$ cat config.mk
export PLATFORM = sky130hd
export DESIGN_NAME = serial_subtractor
export DESIGN_NICKNAME = d
export VERILOG_FILES = /design/src/rtl/serial_subtractor_pkg.sv /design/src/rtl/serial_subtractor_full_subtractor.sv /design/src/rtl/serial_subtractor.sv
export SDC_FILE = /design/constraint.sdc
export NUM_CORES = 1
export LEC_CHECK = 0
export BUFFER_PORTS_ARGS = -buffer_cell sky130_fd_sc_hd__buf_2
export CORE_ASPECT_RATIO = 1.2
export CORE_MARGIN = 1.5
export CORE_UTILIZATION = 53
export CTS_CLUSTER_SIZE = 16
export DETAILED_ROUTE_END_ITERATION = 8
export PLACE_DENSITY = 0.77
export SLEW_MARGIN = 20
export SYNTH_ARGS = -nofsm -noshare
export SYNTH_HDL_FRONTEND = slang
export SYNTH_HIERARCHICAL = 1
export SYNTH_SLANG_ARGS = --single-unit
$ cat constraint.sdc
create_clock -name clk -period 1.5 [get_ports clk]
set_input_delay 0.3 -clock clk [delete_from_list [all_inputs] [get_ports clk]]
set_output_delay 0.3 -clock clk [all_outputs]
set_load 0.03 [all_outputs]
$ cat src/rtl/serial_subtractor_pkg.sv
// Shared types and helpers for the serial subtractor.
//   state_e   : controller state (IDLE, RUN, DONE), also exported on the
//               debug port of the top.
//   cnt_width : width of the chunk counter for a given chunk count,
//               never less than one bit.
package serial_subtractor_pkg;

  typedef enum logic [1:0] {
    IDLE = 2'd0,
    RUN  = 2'd1,
    DONE = 2'd2
  } state_e;

  function automatic int cnt_width(input int n_chunks);
    if (n_chunks <= 1) begin
      return 1;
    end
    return $clog2(n_chunks);
  endfunction

endpackage

$ cat src/rtl/serial_subtractor_full_subtractor.sv
// Combinational single-bit full subtractor cell: A - B - Bin.
// Ports:
//   A, B  : operand bits
//   Bin   : borrow in
//   Diff  : difference bit
//   Bout  : borrow out
module full_subtractor (
  input  logic A,
  input  logic B,
  input  logic Bin,
  output logic Diff,
  output logic Bout
);

  assign Diff = A ^ B ^ Bin;
  // Borrow when B alone exceeds A, or when A == B and a borrow arrives.
  assign Bout = (~A & B) | (~(A ^ B) & Bin);

endmodule

$ cat src/rtl/serial_subtractor.sv
// Multi-cycle subtractor: diff = a - b - bin over WIDTH bits, STEP bits
// per clock, LSB chunk first, with the borrow registered between chunks.
//
// Ports:
//   clk, rst_n        : rising-edge clock, synchronous active-low reset
//   start             : request, only honoured in IDLE or DONE
//   a, b, bin         : operands, captured when start is honoured
//   busy              : high from the accepting edge until the last chunk
//   done              : one-cycle pulse, diff/bout/ovf valid
//   diff, bout, ovf   : result, held until the next DONE or reset
//   dbg_state         : current controller state
//
// Handshake: start is a level request sampled on each rising edge while
// the block is idle (IDLE or DONE). A sampled start captures a/b/bin and
// raises busy; start seen while busy is dropped. Exactly N = WIDTH/STEP
// edges later done pulses for one cycle with the result on diff/bout/ovf.
// Holding start through the DONE cycle chains the next operation with no
// idle cycle.
module serial_subtractor
  import serial_subtractor_pkg::*;
#(
  parameter int WIDTH = 8,
  parameter int STEP  = 1
) (
  input  logic             clk,
  input  logic             rst_n,
  input  logic             start,
  input  logic [WIDTH-1:0] a,
  input  logic [WIDTH-1:0] b,
  input  logic             bin,
  output logic             busy,
  output logic             done,
  output logic [WIDTH-1:0] diff,
  output logic             bout,
  output logic             ovf,
  output state_e           dbg_state
);

  localparam int N     = WIDTH / STEP;
  localparam int CNT_W = cnt_width(N);
  localparam logic [CNT_W-1:0] LAST_CHUNK = CNT_W'(N - 1);

  if (WIDTH < 2 || STEP < 1 || (WIDTH % STEP) != 0) begin : g_bad_param
    $error("serial_subtractor: WIDTH must be >= 2 and a multiple of STEP");
  end

  state_e           state_q;
  logic [WIDTH-1:0] a_q, b_q, res_q;
  logic             borrow_q;
  logic             a_msb_q, b_msb_q;
  logic [CNT_W-1:0] cnt_q;
  logic             busy_q, done_q, bout_q, ovf_q;
  logic [WIDTH-1:0] diff_q;

  // Borrow chain through the STEP cells of the current chunk.
  logic [STEP:0]    brw;
  logic [STEP-1:0]  chunk_diff;

  assign brw[0] = borrow_q;

  for (genvar gi = 0; gi < STEP; gi++) begin : g_cell
    full_subtractor u_fs (
      .A    (a_q[gi]),
      .B    (b_q[gi]),
      .Bin  (brw[gi]),
      .Diff (chunk_diff[gi]),
      .Bout (brw[gi+1])
    );
  end

  // Operands shift right so the active chunk always sits in the low STEP
  // bits; result bits enter from the top so that after N chunks res holds
  // the full difference in place.
  logic [WIDTH-1:0] a_d, b_d, res_d;
  logic             ovf_d;
  logic             accept;

  always_comb begin
    a_d    = a_q >> STEP;
    b_d    = b_q >> STEP;
    res_d  = (res_q >> STEP) | (WIDTH'(chunk_diff) << (WIDTH - STEP));
    // On the last chunk chunk_diff[STEP-1] is the result MSB.
    ovf_d  = (a_msb_q != b_msb_q) && (chunk_diff[STEP-1] != a_msb_q);
    accept = start && (state_q == IDLE || state_q == DONE);
  end

  always_ff @(posedge clk) begin
    if (!rst_n) begin
      state_q  <= IDLE;
      a_q      <= '0;
      b_q      <= '0;
      res_q    <= '0;
      borrow_q <= 1'b0;
      a_msb_q  <= 1'b0;
      b_msb_q  <= 1'b0;
      cnt_q    <= '0;
      busy_q   <= 1'b0;
      done_q   <= 1'b0;
      diff_q   <= '0;
      bout_q   <= 1'b0;
      ovf_q    <= 1'b0;
    end else begin
      done_q <= 1'b0;
      if (accept) begin
        state_q  <= RUN;
        a_q      <= a;
        b_q      <= b;
        borrow_q <= bin;
        a_msb_q  <= a[WIDTH-1];
        b_msb_q  <= b[WIDTH-1];
        res_q    <= '0;
        cnt_q    <= '0;
        busy_q   <= 1'b1;
      end else begin
        case (state_q)
          RUN: begin
            a_q      <= a_d;
            b_q      <= b_d;
            res_q    <= res_d;
            borrow_q <= brw[STEP];
            if (cnt_q == LAST_CHUNK) begin
              state_q <= DONE;
              busy_q  <= 1'b0;
              done_q  <= 1'b1;
              diff_q  <= res_d;
              bout_q  <= brw[STEP];
              ovf_q   <= ovf_d;
            end else begin
              cnt_q <= cnt_q + CNT_W'(1);
            end
          end
          DONE:    state_q <= IDLE;
          IDLE:    state_q <= IDLE;
          default: state_q <= IDLE;
        endcase
      end
    end
  end

  assign busy      = busy_q;
  assign done      = done_q;
  assign diff      = diff_q;
  assign bout      = bout_q;
  assign ovf       = ovf_q;
  assign dbg_state = state_q;

endmodule

==> impl_metrics.json <==
{
  "synth-compound-area-share": 0.211,
  "io_pins": 34,
  "min_period_ns": 1.38,
  "worst_slew_margin_rel": 0.661,
  "yosys_warnings": 6,
  "worst_skew_pair.late_latency_ns": 0.36,
  "crit_path_capture_type": "flip-flop",
  "totalNegativeSetupSlack_ns": 0,
  "width_of_the_die_um": 54.8,
  "cts_htree_levels": 2,
  "gr-total-overflow": 0,
  "finalCritPeriodShare": 0.917,
  "syn-cell-area_mm2": 0.00171,
  "filler_cell_count": 285,
  "routed_wire_length_per_instance_um": 11.5,
  "timing.final.max_slew_violations": 0,
  "port-buffer-count": 33,
  "synthXorXnorAreaFrac": 0.00513,
  "drt-total-wl_um": 3150,
  "grt_first_pass_wirelength_um": 5330,
  "ctsLongestPathBuffers": 2,
  "power_frac_clock": 0.271,
  "synthSimpleGateAreaFrac": 0.207,
  "power_w": 0.00200,
  "crit_path_top_delay_cell": "sky130_fd_sc_hd__dfxtp_1",
  "leakagePower_nw": 0.791,
  "power.combinational.fraction": 0.120,
  "timing.critical_path.required_ns": 1.79,
  "dieHeight_um": 65.2,
  "power-per-cell-area_mw_per_mm2": 1010,
  "critPathLaunchType": "flip-flop",
  "setup_viol": 0,
  "p_int_w": 0.00147,
  "yosysUniqueCellTypes": 27,
  "clock-root-buffer": "sky130_fd_sc_hd__clkbuf_4",
  "clkTransAtPathRegs_ns": 0.13,
  "critical_path.max_stage_delay_ns": 0.37,
  "fp-row-count": 22,
  "fin_worst_hold_slack_ns": 0.196,
  "clock_skew_ns": 0.00988,
  "timing.critical_path.cells": "ha_1, ha_2, and3b_1, nand2_1, a21boi_0",
  "crit_type": "flip-flop to flip-flop",
  "vias_per_cell": 5.21,
  "timing.rr.end": "diff[2]",
  "grt_pass1_vias": 1228,
  "crit_path_max_fanout": 6,
  "synth_top_family_by_area": "compound AO/OA/AOI/OAI gates",
  "cts_num_sinks": 43,
  "status": "completed",
  "gr-usage-all-layers": 0.204,
  "antenna-diode-count": 0,
  "switching_share": 0.267,
  "starting_density_of_the_core": 0.559,
  "synth.avg_cell_area_um2": 8.45,
  "power.share.sequential": 0.609,
  "holdPathEnd": "a_q[7]",
  "postRouteAntennaNets": 0,
  "worst_hold_path.num_cells": 3,
  "drt-pass1-iter-count": 4,
  "cts_tree": "built",
  "fmax_mhz": 727,
  "number_of_hold_buffers_added_after_cts": 0,
  "power_spent_charging_and_discharging_nets_w": 0.000534,
  "multi_input_comb_area_um2": 779,
  "share_of_cells_above_drive_strength_1": 0.218,
  "area_enclosed_by_the_die_boundary_mm2": 0.00357,
  "final_hold_fails": 0,
  "area_delta_synth_final_pct": 16.3,
  "post_synth_mux_area_share": 0,
  "placed_cells": 264,
  "layout.cells.non_filler": 274,
  "postSynthRegisterBits": 43,
  "syn_inst": 202,
  "drcViolationCount": 0,
  "initial_antenna_violation_count": 0,
  "core_footprint_mm2": 0.00306,
  "reported_max_cap_violation_count": 0,
  "cp_data_arrival_time_ns": 1.66,
  "ir_worst_vdd_uv": 818,
  "worst_slew_pin_slew_ns": 0.507,
  "hold_path_startpoint": "a[7]",
  "fin_nets": 260,
  "synth_sequential_area_ratio": 0.504,
  "holdCritPathClass": "primary input to flip-flop",
  "first_iter_violations": 27,
  "worst_r2r_path_depth": 5,
  "place_congestion": 0.737,
  "syn_nets": 225,
  "yosys.area_share.adder": 0.0264,
  "ff2ff_setup_slack_ns": 0.12,
  "detailed_place_hpwl_um": 2090,
  "r2r-start": "cnt_q[0]",
  "tritoncts.num_buffers": 5,
  "grt_start_max_net_pins": 27,
  "register_area_um2": 861,
  "rsz0062_at_grt": "false",
  "vias": 1428
}
area by class of cell:
cell class                      count  share of cell area
Clock buffer                        5              0.0189
Clock inverter                      3             0.00757
Inverter                            3             0.00567
Multi-Input combinational cell    145               0.393
Sequential cell                    43               0.434
Tap cell                           36              0.0227
Timing Repair Buffer               39               0.119
power groups by stage:
stage | clock network, W | logic (W) | registers (W)
4_1_cts | 0.000561 | 0.000241 | 0.00122
2_1_floorplan | 0 | 0.000159 | 0.00125
5_1_grt | 0.000621 | 0.000271 | 0.00123
6_report | 0.000543 | 0.000240 | 0.00122
3_3_place_gp | 0 | 0.000239 | 0.00125
3_5_place_dp | 0 | 0.000239 | 0.00125
cell families after synthesis:
group / Yosys count
DFF: 43
adders and majority gates: 3
buffers and inverters: 15
AOI/OAI and AO/OA: 59
xor gates and xnor gates: 1
and+or+nand+nor: 81
stage by stage:
step / instance area, um^2 / setup WS (ns) / utilization
after detailed placement: 1910 / -0.0205 / 0.626
after global placement: 1910 / 0.0567 / 0.626
after global routing: 1980 / 0.0231 / 0.649
after CTS: 1970 / 0.0404 / 0.643
after floorplan: 1710 / 0.138 / -
final: 1980 / 0.125 / 0.649
registers in the layout (all words and copies together), names as in the netlist:
signal     cells
res_q          7
done           1
bout           1
dbg_state      2
ovf            1
busy           1
b_q            8
b_msb_q        1
borrow_q       1
a_msb_q        1
cnt_q          3
diff           8
a_q            8
layer usage:
layer / share of wire / global-route usage / up-vias
li1: - / - / 754
met1: 0.46 / 0.253 / 637
met2: 0.47 / 0.317 / 29
met3: 0.049 / 0.0682 / 8
met4: 0.018 / 0.0844 / 0
met5: 0 / 0 / -
critical path: cells and delay by family, from the launching register on:
kind | cells | cell delay, ns
flip-flops | 1 | 0.37
AND/OR/NAND/NOR | 2 | 0.40
adder cells (fa/ha/maj) | 2 | 0.40
AO/OA/AOI/OAI | 1 | 0.14
cell usage after synthesis (all sizes together):
master,count,area (um^2)
clkbuf,4,15.0
o21ai,16,80.1
nand3,5,25.0
nand2b,2,15.0
a31oi,12,75.1
a21oi,11,55.1
nand3b,2,15.0
and3b,1,8.76
nor2b,1,6.26
buf,8,52.6
ha,2,25.0
dfxtp,43,861
nor2,3,11.3
inv,3,11.3
and2,2,12.5
nand2,63,239
o21a,1,7.51
a22oi,3,22.5
xnor2,1,8.76
and2b,1,7.51
a21boi,16,120
fa,1,20.0
nor3b,1,12.5
worst max path at each step:
stage          slack (ns)      end  startpoint
5_1_grt              0.02  diff[0]    cnt_q[0]
3_3_place_gp         0.06  diff[7]    cnt_q[0]
3_5_place_dp        -0.02  diff[7]    cnt_q[0]
6_report             0.12  diff[2]    cnt_q[0]
4_1_cts              0.04      ovf    cnt_q[0]
2_1_floorplan        0.14      ovf    cnt_q[0]
placed cells by master (no fill, tap or decap):
| master | n |
|---|---|
| sky130_fd_sc_hd__buf_12 | 2 |
| sky130_fd_sc_hd__a22oi_1 | 3 |
| sky130_fd_sc_hd__nand2_1 | 62 |
| sky130_fd_sc_hd__nand3b_1 | 2 |
| sky130_fd_sc_hd__ha_1 | 1 |
| sky130_fd_sc_hd__and3b_2 | 1 |
| sky130_fd_sc_hd__inv_1 | 3 |
| sky130_fd_sc_hd__a21boi_1 | 1 |
| sky130_fd_sc_hd__o21a_1 | 1 |
| sky130_fd_sc_hd__nor3b_2 | 1 |
| sky130_fd_sc_hd__nand2_2 | 1 |
| sky130_fd_sc_hd__a31oi_1 | 12 |
| sky130_fd_sc_hd__o21ai_0 | 16 |
| sky130_fd_sc_hd__nand2b_2 | 1 |
| sky130_fd_sc_hd__clkinv_2 | 3 |
| sky130_fd_sc_hd__buf_4 | 4 |
| sky130_fd_sc_hd__and2b_1 | 1 |
| sky130_fd_sc_hd__buf_2 | 33 |
| sky130_fd_sc_hd__ha_2 | 1 |
| sky130_fd_sc_hd__dfxtp_1 | 43 |
| sky130_fd_sc_hd__a21boi_0 | 15 |
| sky130_fd_sc_hd__fa_1 | 1 |
| sky130_fd_sc_hd__xnor2_1 | 1 |
| sky130_fd_sc_hd__clkbuf_4 | 5 |
| sky130_fd_sc_hd__nand3_1 | 5 |
| sky130_fd_sc_hd__a21oi_1 | 11 |
| sky130_fd_sc_hd__and3b_1 | 1 |
| sky130_fd_sc_hd__nor2_1 | 3 |
| sky130_fd_sc_hd__and2_1 | 2 |
| sky130_fd_sc_hd__nand2b_1 | 1 |
| sky130_fd_sc_hd__nor2b_1 | 1 |
timing repair:
action	in CTS	in global routing
setup buffers	0	1
gates cloned	0	1
setup endpoints to repair	10	10
gates resized for setup	1	1
pin swaps	0	2
Note: power is estimated with default switching activity, not from simulation.
